**config.mk**
```make
export PLATFORM = sky130hd
export DESIGN_NAME = wb_select_pipe
export DESIGN_NICKNAME = d
export VERILOG_FILES = /design/src/rtl/wb_select_pipe_pkg.sv /design/src/rtl/wb_select_pipe_load_fmt.sv /design/src/rtl/wb_select_pipe.sv
export SDC_FILE = /design/constraint.sdc
export NUM_CORES = 1
export LEC_CHECK = 0
export ABC_CLOCK_PERIOD_IN_PS = 5800
export CAP_MARGIN = 40
export CORE_MARGIN = 2
export CORE_UTILIZATION = 40
export DETAILED_ROUTE_END_ITERATION = 16
export HOLD_SLACK_MARGIN = 0.03
export PLACE_DENSITY = 0.83
export SLEW_MARGIN = 20
export SYNTH_ARGS = -nofsm -noshare
export SYNTH_HDL_FRONTEND = slang
export SYNTH_SLANG_ARGS = --single-unit
```
**constraint.sdc**
```tcl
create_clock -name clk -period 5.8 [get_ports clk]
set_clock_uncertainty 0.2 [all_clocks]
set_input_delay 1.16 -clock clk [delete_from_list [all_inputs] [get_ports clk]]
set_output_delay 1.16 -clock clk [all_outputs]
set_load 0.005 [all_outputs]
```
**src/rtl/wb_select_pipe_pkg.sv**
```systemverilog
// Shared constants for the write-back selector: source indices, load funct3
// codes and the buffer entry layout for the default 32-bit configuration.
package wb_pkg;

  localparam int SRC_ALU = 0;
  localparam int SRC_MEM = 1;
  localparam int SRC_PC4 = 2;
  localparam int SRC_CSR = 3;

  localparam logic [2:0] F_LB  = 3'b000;
  localparam logic [2:0] F_LH  = 3'b001;
  localparam logic [2:0] F_LW  = 3'b010;
  localparam logic [2:0] F_LBU = 3'b100;
  localparam logic [2:0] F_LHU = 3'b101;

  localparam int WB_XLEN = 32;
  localparam int WB_RA_W = 5;

  typedef struct packed {
    logic               valid;
    logic               we;
    logic [WB_RA_W-1:0] rd;
    logic [WB_XLEN-1:0] data;
  } wb_entry_t;

endpackage

```
**src/rtl/wb_select_pipe_load_fmt.sv**
```systemverilog
// RISC-V load data formatting: lane selection plus sign/zero extension.
// Purely combinational; unknown funct3 codes fall back to LW.
module load_fmt
  import wb_pkg::*;
#(
  parameter int XLEN = 32
) (
  input  logic [XLEN-1:0] word,
  input  logic [2:0]      fmt,
  input  logic [1:0]      addr_lo,
  output logic [XLEN-1:0] data
);

  logic [7:0]  byte_lane;
  logic [15:0] half_lane;
  logic [31:0] low_word;

  // Halfword lanes only look at addr_lo[1]; a misaligned low bit is ignored.
  assign byte_lane = word[{addr_lo, 3'b000} +: 8];
  assign half_lane = word[{addr_lo[1], 4'b0000} +: 16];
  assign low_word  = word[31:0];

  always_comb begin
    data = XLEN'($signed(low_word));
    case (fmt)
      F_LB:    data = XLEN'($signed(byte_lane));
      F_LH:    data = XLEN'($signed(half_lane));
      F_LW:    data = XLEN'($signed(low_word));
      F_LBU:   data = XLEN'(byte_lane);
      F_LHU:   data = XLEN'(half_lane);
      default: data = XLEN'($signed(low_word));
    endcase
  end

endmodule

```
**src/rtl/wb_select_pipe.sv**
```systemverilog
// Write-back selector stage: picks a result source, formats loads, and holds
// results in a head/skid buffer so the upstream ready is a flop output.
module wb_select_pipe
  import wb_pkg::*;
#(
  parameter int XLEN  = 32,
  parameter int NSRC  = 4,
  parameter int RA_W  = 5,
  parameter int CNT_W = 32
) (
  input  logic                         clk,
  input  logic                         rst,
  input  logic                         in_valid,
  output logic                         in_ready,
  input  logic [$clog2(NSRC)-1:0]      in_sel,
  input  logic [NSRC*XLEN-1:0]         in_src,
  input  logic [2:0]                   in_fmt,
  input  logic [1:0]                   in_addr_lo,
  input  logic [RA_W-1:0]              in_rd,
  input  logic                         in_we,
  input  logic                         out_ready,
  output logic                         out_valid,
  output logic                         wr_en,
  output logic [RA_W-1:0]              wr_addr,
  output logic [XLEN-1:0]              wr_data,
  output logic                         byp_valid,
  output logic [RA_W-1:0]              byp_addr,
  output logic [XLEN-1:0]              byp_data,
  output logic [CNT_W-1:0]             wr_count
);

  localparam int SEL_W = $clog2(NSRC);

  generate
    if ((XLEN % 8) != 0 || XLEN < 32) begin : g_bad_xlen
      $error("wb_select_pipe: XLEN must be a multiple of 8 and at least 32");
    end
    if (NSRC < 2) begin : g_bad_nsrc
      $error("wb_select_pipe: NSRC must include the memory source");
    end
  endgenerate

  typedef struct packed {
    logic            valid;
    logic            we;
    logic [RA_W-1:0] rd;
    logic [XLEN-1:0] data;
  } entry_t;

  // Handshake: a transfer happens on a rising edge where valid and ready are
  // both high; valid may not depend on ready, and in_ready is a flop output.
  logic            accept;
  logic            pop;
  logic            in_ready_q;
  entry_t          head_q, head_n;
  entry_t          skid_q, skid_n;
  entry_t          new_entry;
  logic [XLEN-1:0] src_word;
  logic [XLEN-1:0] mem_word;
  logic [XLEN-1:0] sel_data;
  logic [CNT_W-1:0] count_q;

  // Out-of-range selects fall through the loop and leave zero.
  always_comb begin
    src_word = '0;
    for (int k = 0; k < NSRC; k++) begin
      if (in_sel == SEL_W'(k)) src_word = in_src[k*XLEN +: XLEN];
    end
  end

  load_fmt #(.XLEN(XLEN)) u_load_fmt (
    .word    (src_word),
    .fmt     (in_fmt),
    .addr_lo (in_addr_lo),
    .data    (mem_word)
  );

  assign sel_data = (in_sel == SEL_W'(SRC_MEM)) ? mem_word : src_word;

  always_comb begin
    new_entry       = '0;
    new_entry.valid = 1'b1;
    new_entry.we    = in_we && (in_rd != '0);
    new_entry.rd    = in_rd;
    new_entry.data  = sel_data;
  end

  assign accept = in_valid && in_ready_q;
  assign pop    = head_q.valid && out_ready;

  // Pop first, then place the new entry in the first free slot; this keeps
  // order and lets accept+pop sustain one entry per cycle.
  always_comb begin
    head_n = head_q;
    skid_n = skid_q;
    if (pop) begin
      if (skid_q.valid) begin
        head_n = skid_q;
        skid_n = '0;
      end else begin
        head_n = '0;
      end
    end
    if (accept) begin
      if (!head_n.valid) head_n = new_entry;
      else               skid_n = new_entry;
    end
  end

  always_ff @(posedge clk) begin
    if (rst) begin
      head_q     <= '0;
      skid_q     <= '0;
      in_ready_q <= 1'b1;
      count_q    <= '0;
    end else begin
      head_q     <= head_n;
      skid_q     <= skid_n;
      in_ready_q <= !skid_n.valid;
      if (wr_en) count_q <= count_q + CNT_W'(1);
    end
  end

  assign in_ready  = in_ready_q;
  assign out_valid = head_q.valid;
  // Held entries are being discarded during reset, so no write may escape.
  assign wr_en     = head_q.valid && out_ready && head_q.we && !rst;
  assign wr_addr   = head_q.valid ? head_q.rd   : '0;
  assign wr_data   = head_q.valid ? head_q.data : '0;
  assign byp_valid = head_q.valid && head_q.we;
  assign byp_addr  = head_q.rd;
  assign byp_data  = head_q.data;
  assign wr_count  = count_q;

endmodule

```
# --- Yosys cells after proc, flatten, opt, wreduce, memory -nomap -nowiden ---
# Index checks and enable logic that the tools add are counted.
op_classes:
  eq_ne: 6
  n_shift: 2
  addsub: 1
  n_mux: 16
  n_reduce_logical: 11
op_table:
  columns: ["cell", "n"]
  rows:
  - ["39-bit 2-to-1 mux", 6]
  - ["32-bit 2-to-1 mux", 6]
  - ["32-bit case mux with 4 select lines", 1]
  - ["38-bit 2-to-1 mux", 2]
  - ["32-bit by 1-bit adder with 32-bit output (second input constant)", 1]
  - ["32-bit by 6-bit variable part select with 16-bit output", 1]
  - ["32-bit by 6-bit variable part select with 8-bit output", 1]
  - ["3-bit equality test (second input constant)", 2]
  - ["1-bit logical AND", 6]
  - ["5-bit 2-to-1 mux", 1]
  - ["5-bit nonzero test", 1]
  - ["2-bit equality test (second input constant)", 2]
  - ["3-bit by 1-bit equality test with 1-bit output (second input constant)", 1]
  - ["3-bit zero test", 1]
  - ["2-bit by 1-bit equality test with 1-bit output (second input constant)", 1]
  - ["1-bit zero test", 2]
  - ["2-bit zero test", 1]
word_totals:
  reg_bits: 111
  wordCells: 46
  out_inout_bits: 110

# --- Logic depth before layout (Yosys ltp) ---
# Gate-level depths: netlist (run 1).
depth:
  ltp_word: 11
  ltp_mapped: 9
  mapped_depth_nobuf: 7

# --- Cells and area by module ---
# From an unflattened synthesis (run 1), not the netlist that was laid out.
hier_totals:
  cells_unflattened: 856
  area_unflattened_um2: 7933.9
by_module_without_submodules:
  columns: ["module", "seq_area_each_um2", "cells_each", "area_each_um2", "n_inst"]
  rows:
  - ["wb_select_pipe", 2222.1, 736, 7031.7, 1]
  - ["load_fmt", 0.0, 120, 902.1, 1]

# --- Worst setup path before layout (run 1) ---
# No wires, ideal clock.
synth_path:
  path_type: "in2reg"
  startpoint: "input in_sel[0]"
  endpoint: "register skid_q[4] in the netlist's numbering"
  path_stages: 6
  n_path_buf: 3
  setup_slack_ps: 2660
  t_required_ps: 5483
  arrival_time_ps: 2822
  setup_ps: 117
  path_cell_list: "clkbuf_1 > buf_2 > buf_4 > mux4_2 > a211o_1 > a32o_1"
synth_via:
  elab_chain_len: 10
  word_cells_on_any_way: 14
  cone_classes: "3 x eq/ne; 2 x shift; 8 x mux; 1 x reduce/logical"
synth_lines:
  columns: ["element", "line", "source"]
  rows:
  - ["from (decl)", "wb_select_pipe.sv:15", "input logic [$clog2(NSRC)-1:0] in_sel,"]
  - ["2-bit zero test", "wb_select_pipe.sv:67", "if (in_sel == SEL_W'(k)) src_word = in_src[k*XLEN +: XLEN];"]
  - ["32-bit 2-to-1 mux (4 in series)", "wb_select_pipe.sv:67", null]
  - ["32-bit by 6-bit variable part select with 16-bit output / 32-bit by 6-bit variable part select with 8-bit output (equally long branches)", "wb_select_pipe_load_fmt.sv:20, wb_select_pipe_load_fmt.sv:19", null]
  - ["32-bit case mux with 4 select lines", "wb_select_pipe_load_fmt.sv:25", "case (fmt)"]
  - ["32-bit 2-to-1 mux (*)", "wb_select_pipe.sv:78", "assign sel_data = (in_sel == SEL_W'(SRC_MEM)) ? mem_word : src_word;"]
  - ["39-bit 2-to-1 mux (*)", "wb_select_pipe.sv:105", "if (!head_n.valid) head_n = new_entry;"]
  - ["39-bit 2-to-1 mux (*)", "wb_select_pipe.sv:104", "if (accept) begin"]
  - ["to (signal assigned)", "wb_select_pipe.sv:118", "skid_q <= skid_n;"]
  - ["to (decl)", "wb_select_pipe.sv:56", "entry_t skid_q, skid_n;"]
# Every way passes the cells marked *; elsewhere a longest branch is shown, timed or not.
# A chain may end at the register's enable or synchronous reset.

# --- Worst setup path after layout (run 1) ---
layout_path:
  startpoint: "input out_ready"
  endpoint: "output wr_en"
layout_via:
  elab_chain_len: 3
layout_lines:
  columns: ["element", "line", "source"]
  rows:
  - ["from (decl)", "wb_select_pipe.sv:21", "input logic out_ready,"]
  - ["1-bit logical AND (3 in series)", "wb_select_pipe.sv:127", "assign wr_en = head_q.valid && out_ready && head_q.we && !rst;"]
  - ["to (decl)", "wb_select_pipe.sv:23", "output logic wr_en,"]
# Every way passes these cells.

==> metrics.cfg, run 1 <==
[run_status]
status=complete, no violations

[floorplan]
rows=49
io_pins=255
fp.dieW_um=139.7
start_util_pct=40.89
die_h_um=139.7
dieArea_um2=19530
core_area_um2=18020

[global_route]
antenna_found_initial=2
grt_usage_pct=23.53
grt-ovfl-total=0
grt_pass1_vias=6933
grt_max_degree=71
grt_pass1_wl_um=37160

[placed_design]
dpl_cell_area_um2=9739
post-dp-hpwl_um=17860
routabilityCongestion=0.9019
portBuffers=254

[power_and_ir_drop]
powerDensity_nw_per_um2=193.1
power.share.sequential_pct=42.4
power_switching_share_pct=29.42
internal_power_mw=1.375
peakVddDrop_mv=0.1396
leakage_nw=3.436
power.switching_mw=0.5734
comb_power_share_pct=25.3
pwr-share-clk_pct=32.2

[route]
first_pass_iters=5
vias_per_cell=5.881
num_vias=7345
drc=0
ant_nets=0
wl_um=23520
wl_per_cell_um=18.83
drt_iter0_markers=453

[synth]
synth.top_cells.by_area=dfxtp_1 30%, mux4_2 9.5%, a21oi_1 4.3%, nand2_1 4.1%, buf_4 4.1%
synth_top_area_share_pct=30.15
syn_area_per_cell_um2=8.732
synthFlopType=dfxtp_1
async_reset_ff_share_pct=0
ys_ff_latch=111
yosysSeqAreaShare_pct=30.15
syn_inst=844
yosysUniqueCellTypes=56
synth_edf_count=0
ys.warnings.count=0
syn_nets=990
synth_area_um2=7370
yosys.area.top_type=dfxtp_1

[final_layout]
nets=1159
multi_input_area_um2=4523
nFillCells=1594
drive_gt1_share_pct=12.57
seq_area_um2=2222
area_delta_synth_final_pct=36.93
final_area_um2=10090

[setup_path]
arrival_ps=2650
r2r_slack_ps=3240
critical_path.startpoint_type=input port
rr_worst_depth=7
crit_top_cell=clkdlybuf4s50_1
r2r_end=wr_count[20]
cp_slowest_cell=clkdlybuf4s50_1
path_cells=clkdlybuf4s50_1 -> and2_1 -> nand3b_1 -> inv_2 -> clkdlybuf4s50_1
critical_path_required_ps=4440
max_stage_delay_ps=540
worstPathMaxFanout=9
endpoint_kind=output port
regToRegStartpoint=out_valid
crit_family=buffers and inverters
worstPathBufferInverterCount=3
critPathKind=input port to output port

[timing]
max_freq_ghz=0.2492
min_period_over_period_pct=69.19
setup_tns_ps=0
rsz0062_at_grt=no
finalSetupViolCount=0
hold_ws_ps=280.3
post-route-min-period_ps=4013
timing.slew.headroom_pct=44.81
tightest_slew_ps=826.0
hold_viol=0
slew_viol_final=0

[clock_tree]
clkSlewWorstSetupHoldPaths_ps=90
cts-htree-levels=3
clkLatencyLatePin_ps=360
cts_tree=done
numCtsBuffers=9
ctsResizeCount=0
cts_sinks=111
post_cts_buffers=0
cts.hold.buffers_added=0
cts_buffer_depth=2
cts-root-buf=clkbuf_16

[worst_hold_path]
hold_start=skid_q[32]
min_path_type=register to register
min_to=skid_q[32]
whs_path_depth=2

[job]
cap_violations=0

-- worst max-delay path by stage --
stage | startpoint | to | slack [ps] | cells past startpoint
3_5_place_dp | in_addr_lo[1] | skid_q[29] | 1560 | 6
3_3_place_gp | in_addr_lo[1] | byp_data[28] | 1380 | 5
6_report | out_ready | wr_en | 1790 | 5
4_1_cts | out_ready | wr_en | 1780 | 5
5_1_grt | out_ready | wr_en | 1700 | 5
2_1_floorplan | in_sel[0] | skid_q[4] | 2660 | 6
-- kinds of logic after synthesis --
| kind of cell | count (synthesis) | synth area share (%) |
|---|---|---|
| AO/OA/AOI/OAI | 213 | 21.99 |
| XOR/XNOR | 20 | 2.377 |
| adder cells (fa/ha/maj) | 1 | 0.1698 |
| buffers and inverters | 123 | 8.930 |
| flip-flops | 111 | 30.15 |
| multiplexers | 64 | 14.33 |
| AND/OR/NAND/NOR | 312 | 22.05 |
-- cells in the final DEF (no fill, tap or decap), types with 4 or more instances in the layout --
cell type | Yosys | routed
or4_1 | 6 | 6
a311oi_1 | 33 | 33
nand4_1 | 9 | 9
o221a_2 | 5 | 5
a311oi_2 | 16 | 16
o21ai_0 | 14 | 14
nand2_1 | 81 | 81
a221oi_1 | 6 | 6
nor2b_1 | 9 | 9
mux4_2 | 31 | 31
nand2b_1 | 6 | 6
a22o_1 | 5 | 5
and2_1 | 45 | 45
o31ai_1 | 8 | 8
xnor2_1 | 19 | 19
a21oi_1 | 64 | 63
a211o_1 | 5 | 5
nor2_1 | 46 | 45
a31oi_1 | 7 | 7
inv_1 | 8 | 8
a211oi_1 | 32 | 32
or3_1 | 7 | 7
nor3_1 | 11 | 11
clkdlybuf4s50_1 | 0 | 251
clkbuf_16 | 0 | 9
dfxtp_1 | 111 | 111
mux2i_1 | 11 | 11
mux2_2 | 22 | 22
nor4_1 | 8 | 8
and3_1 | 25 | 25
buf_4 | 40 | 13
o311ai_0 | 4 | 4
or2_2 | 5 | 5
nand3_1 | 39 | 39
-- cell type report --
type | instances | area share [%]
Sequential cell | 111 | 22.02
Inverter | 9 | 0.3348
Antenna cell | 2 | 0.04960
Clock buffer | 9 | 2.232
Tap cell | 229 | 2.839
Multi-Input combinational cell | 610 | 44.82
Timing Repair Buffer | 272 | 26.89
Clock inverter | 7 | 0.8060
-- registers in the layout, summed over array words and instances, names as in the netlist --
name       count
byp_data      32
byp_addr       5
wr_count      32
out_valid      1
head_q         1
skid_q        39
in_ready       1
-- per-layer routing --
metal	routed length (um)	global-route usage (%)	vias up	part of all wire (%)
met5	0	0	-	0
met4	646	8.158	0	2.7
met3	1675	4.405	42	7.1
met2	11650	40.28	340	50
met1	9543	29.73	3466	41
li1	-	-	3497	-
-- synthesized netlist by cell type, drive strengths merged, types with 6 or more instances --
cell type and n:
a31oi 8, nand3 39, or4 6, mux2i 11
a221oi 6, nand2b 6, buf 60, nor4 9
mux2 22, a311oi 49, nor2 46, mux4 31
inv 9, o21ai 14, dfxtp 111, nand4 9
xnor2 19, or3 7, a211oi 32, and3 25
and2 45, nor2b 9, nor3 11, a21oi 64
nand2 81, o31ai 8, clkbuf 54
-- tightest hold or removal path, stage by stage (launching register included) --
cell and delay [ps]:
dfxtp_1 320, nand3_1 60, a21oi_1 60
-- through the flow --
| stage | std cells | setup slack, ps | utilization, % | power (mW) |
|---|---|---|---|---|
| 2_1_floorplan | 844 | 2660 | - | 1.113 |
| 3_3_place_gp | 1225 | 1384 | 53.70 | 1.322 |
| 6_report | 1249 | 1787 | 55.98 | 1.949 |
| 4_1_cts | 1244 | 1779 | 55.73 | 1.959 |
| 3_5_place_dp | 1228 | 1564 | 54.03 | 1.332 |
| 5_1_grt | 1249 | 1698 | 55.98 | 2.035 |
-- power by group through the flow --
stage,clock network (mW),registers (mW),logic (mW)
5_1_grt,0.675,0.833,0.527
4_1_cts,0.644,0.828,0.487
6_report,0.628,0.827,0.494
3_5_place_dp,0,0.846,0.486
2_1_floorplan,0,0.832,0.281
3_3_place_gp,0,0.844,0.478
Note: power is estimated with default switching activity, not from simulation.
==> inputs of run 2 (changes only) <==
Settings changed: ABC_CLOCK_PERIOD_IN_PS 5800 to 3560, PLACE_DENSITY 0.83 to 0.86.
Clock period 5.8 ns to 3.56 ns, I/O delays scaled along.
==> run 2 against run 1 <==
Global-route usage grew 0.22 points; sequential power rose by 63%; via count grew 2.4%; largest power group unchanged; non-clock buffer count increased by 12; highest routed layer unchanged; sequential share of layout area fell by 0.20 points; combinational power grew 65%; cell count is 0.88% higher; die area did not move; critical endpoint unchanged; sequential cell count is the same; first-iteration DRC count is 31% higher; utilization increased by 0.51 points; critical path type unchanged.
==> metrics.cfg, run 2 (same netlist as run 1, synthesis figures left out) <==
[setup_path]
critPathKind=input port to output port
critical_path.startpoint_type=input port
cp_slowest_cell=clkdlybuf4s50_1
critical_path_required_ps=2650
crit_family=buffers and inverters
max_stage_delay_ps=550
worstPathBufferInverterCount=3
worstPathMaxFanout=9
arrival_ps=2250
crit_top_cell=clkdlybuf4s50_1
endpoint_kind=output port
path_cells=clkdlybuf4s50_1 -> and2_1 -> nand3b_1 -> inv_2 -> clkdlybuf4s50_1

[final_layout]
largest_reg_flops=39
mostFrequentLayoutCells=251 x clkdlybuf4s50_1, 111 x dfxtp_1, 81 x nand2_1, 63 x a21oi_1
final_common_cell=clkdlybuf4s50_1
multi_input_area_um2=4517
nFillCells=1579
largest-register=skid_q
utilization_pct=56.49
area_delta_synth_final_pct=38.17
nets=1171
seq_area_um2=2222
drive_gt1_share_pct=13.50
fin_cells=1260

[clock_tree]
cts_buffer_depth=2
clkLatencyLatePin_ps=360
cts-htree-levels=3
ctsResizeCount=0
cts-root-buf=clkbuf_16
cts_sinks=111
clkSlewWorstSetupHoldPaths_ps=80
post_cts_buffers=0
cts_tree=done
cts.hold.buffers_added=0
numCtsBuffers=9

[route]
wl_per_cell_um=19.06
drc=0
wl_um=24020
ant_nets=0
vias_per_cell=5.970
num_vias=7522
first_pass_iters=5
drt_iter0_markers=595

[floorplan]
io_pins=255
fp.dieW_um=139.7
die_h_um=139.7
start_util_pct=40.89
core_area_um2=18020
rows=49
dieArea_um2=19530

[timing]
finalSetupViolCount=0
min_period_over_period_pct=88.92
hold_ws_ps=271.1
rsz0062_at_grt=no
setup_tns_ps=0
timing.slew.headroom_pct=49.12
tightest_slew_ps=756.2
max_freq_ghz=0.3159
post-route-min-period_ps=3166
slew_viol_final=0
hold_viol=0

[global_route]
grt_usage_pct=23.75
grt-ovfl-total=0
grt_pass1_wl_um=37510
grt_pass1_vias=7034
antenna_found_initial=1
grt_max_degree=55

[placed_design]
post-dp-hpwl_um=18400
placedCellCount=1243
portBuffers=254
routabilityCongestion=0.9320

[power_and_ir_drop]
power.switching_mw=0.9118
leakage_nw=3.489
comb_power_share_pct=25.2
internal_power_mw=2.322
power_switching_share_pct=28.20
powerDensity_nw_per_um2=317.6
total_power_mw=3.234
peakVddDrop_mv=0.2531
power.share.sequential_pct=41.6
pwr-share-clk_pct=33.1

[run_status]
status=complete, no violations

[job]
cap_violations=0

[worst_hold_path]
min_path_type=register to register

[run 2: layer usage]
metal | up-vias | part of all wire, % | wire length (um) | GRT usage, %
met5 | - | 0 | 0 | 0
met4 | 0 | 4.4 | 1068 | 11.68
met3 | 63 | 7.8 | 1871 | 3.682
met2 | 421 | 49 | 11810 | 39.97
met1 | 3527 | 39 | 9273 | 29.64
li1 | 3511 | - | - | -
[run 2: through the flow]
| stage | area (um2) | worst slack (ps) |
|---|---|---|
| 2_1_floorplan | 7370 | 868.4 |
| 3_3_place_gp | 9844 | 321.9 |
| 3_5_place_dp | 9864 | 287.6 |
| 4_1_cts | 10180 | 375.4 |
| 5_1_grt | 10180 | 307.6 |
| 6_report | 10180 | 394.3 |
[run 2: power groups by stage]
| stage | sequential [mW] | clock, mW | combinational (mW) |
|---|---|---|---|
| 2_1_floorplan | 1.36 | 0 | 0.458 |
| 3_5_place_dp | 1.38 | 0 | 0.808 |
| 6_report | 1.35 | 1.07 | 0.816 |
| 3_3_place_gp | 1.37 | 0 | 0.792 |
| 4_1_cts | 1.35 | 1.09 | 0.810 |
| 5_1_grt | 1.35 | 1.13 | 0.872 |
[run 2: worst paths after layout]
check | from | to | slack (ps) | cells past startpoint
worst min-delay path | skid_q[4] | skid_q[4] | 270 | 1
worst max register to register | out_valid | wr_count[27] | 1010 | 8
worst max-delay path | out_ready | wr_en | 390 | 5
worst min register to register | skid_q[4] | skid_q[4] | 270 | 1
[run 2: area by class of cell]
type | instances | share of cell area (%)
Antenna cell | 1 | 0.02458
Clock buffer | 10 | 2.347
Clock inverter | 6 | 0.7496
Inverter | 9 | 0.3318
Multi-Input combinational cell | 610 | 44.36
Sequential cell | 111 | 21.82
Tap cell | 229 | 2.814
Timing Repair Buffer | 284 | 27.55
==> inputs of run 3 (changes only) <==
Settings changed: CORE_MARGIN 2 to unset.
==> run 3 against run 2 <==
Cell area is essentially flat; worst setup slack lost 7.3 ps; largest power group unchanged; total power shrank 0.29%; critical endpoint unchanged; utilization is essentially flat; first-iteration DRC count shrank 7.9%; critical path depth is the same.
==> metrics.cfg, run 3 (same netlist as run 1, synthesis figures left out) <==
[clock_tree]
cts_tree=done
cts.hold.buffers_added=0
cts_buffer_depth=2
clkSlewWorstSetupHoldPaths_ps=80
numCtsBuffers=9
post_cts_buffers=0
cts_sinks=111
ctsResizeCount=0
cts-root-buf=clkbuf_16
clkLatencyLatePin_ps=350
cts-htree-levels=3

[final_layout]
mostFrequentLayoutCells=251 x clkdlybuf4s50_1, 111 x dfxtp_1, 81 x nand2_1, 63 x a21oi_1
drive_gt1_share_pct=13.66
final_common_cell=clkdlybuf4s50_1
area_delta_synth_final_pct=38.25
nFillCells=1574
largest_reg_flops=39
antenna_cells=0
nets=1173
largest-register=skid_q

[floorplan]
rows=49
dieArea_um2=18970
core_area_um2=18020
fp.dieW_um=137.7
io_pins=255
start_util_pct=40.89
die_h_um=137.7

[placed_design]
routabilityCongestion=0.9474
post-dp-hpwl_um=18270
portBuffers=254

[setup_path]
endpoint_kind=output port
critical_path.startpoint_type=input port
critPathKind=input port to output port
rr_worst_depth=7
arrival_ps=2260
critical_path_required_ps=2650
worstPathMaxFanout=9

[route]
wl_per_cell_um=18.88
first_pass_iters=7
vias_per_cell=5.912
ant_nets=0
num_vias=7455
drc=0
drt_iter0_markers=548
wl_um=23800

[global_route]
grt-ovfl-total=0
grt_max_degree=50
antenna_found_initial=0
grt_usage_pct=25.05
grt_pass1_vias=6967
grt_pass1_wl_um=36760

[power_and_ir_drop]
peakVddDrop_mv=0.1957
leakage_nw=3.501
powerDensity_nw_per_um2=316.5
total_power_mw=3.224

[timing]
slew_viol_final=0
post-route-min-period_ps=3173
max_freq_ghz=0.3152
tightest_slew_ps=739.5
rsz0062_at_grt=no
min_period_over_period_pct=89.13
hold_viol=0
setup_tns_ps=0
timing.slew.headroom_pct=50.25
finalSetupViolCount=0

[run_status]
status=complete, no violations

[worst_hold_path]
min_path_type=register to register
whs_path_depth=2

[job]
cap_violations=0

-- run 3: routing by layer --
metal | share of wire (%) | vias to the layer above | GRT usage (%)
li1 | - | 3502 | -
met1 | 39 | 3503 | 29.91
met2 | 49 | 389 | 42.63
met3 | 7.7 | 61 | 4.525
met4 | 4.5 | 0 | 13.22
met5 | 0 | - | 0
-- run 3: final cells by class --
type	instances	area, um2	area share [%]
clock buffers	10	239.0	2.346
clock inverters	6	75.07	0.7368
inverters	9	33.78	0.3316
multi-input cells	610	4517	44.33
flip-flops and latches	111	2222	21.81
well taps	229	286.5	2.812
repair buffers	286	2815	27.63
-- run 3: worst paths after layout --
check                           startpoint            to  slack [ps]
worst max-delay path             out_ready         wr_en         390
worst min-delay path            skid_q[36]    skid_q[36]         280
worst max register to register   out_valid  wr_count[27]         950
worst min register to register  skid_q[36]    skid_q[36]         280
-- run 3: per-stage QoR --
stage | instances | worst slack (ps) | util, % | cell area, um2 | hold WS, ps
2_1_floorplan | 844 | 868.4 | - | 7370 | 242.7
3_3_place_gp | 1244 | 324.5 | 54.63 | 9847 | 251.0
3_5_place_dp | 1245 | 267.3 | 54.78 | 9874 | 263.2
4_1_cts | 1261 | 373.4 | 56.53 | 10190 | 274.1
5_1_grt | 1261 | 275.3 | 56.53 | 10190 | 298.9
6_report | 1261 | 387.1 | 56.53 | 10190 | 277.1
-- run 3: where the power goes --
| part | internal, mW | switching (mW) |
|---|---|---|
| clock | 0.575 | 0.479 |
| combinational | 0.447 | 0.373 |
| sequential | 1.30 | 0.0496 |
-- run 3: critical path: stages --
cell and delay (ps):
clkdlybuf4s50_1 540, and2_1 170, nand3b_1 130, inv_2 160
clkdlybuf4s50_1 530
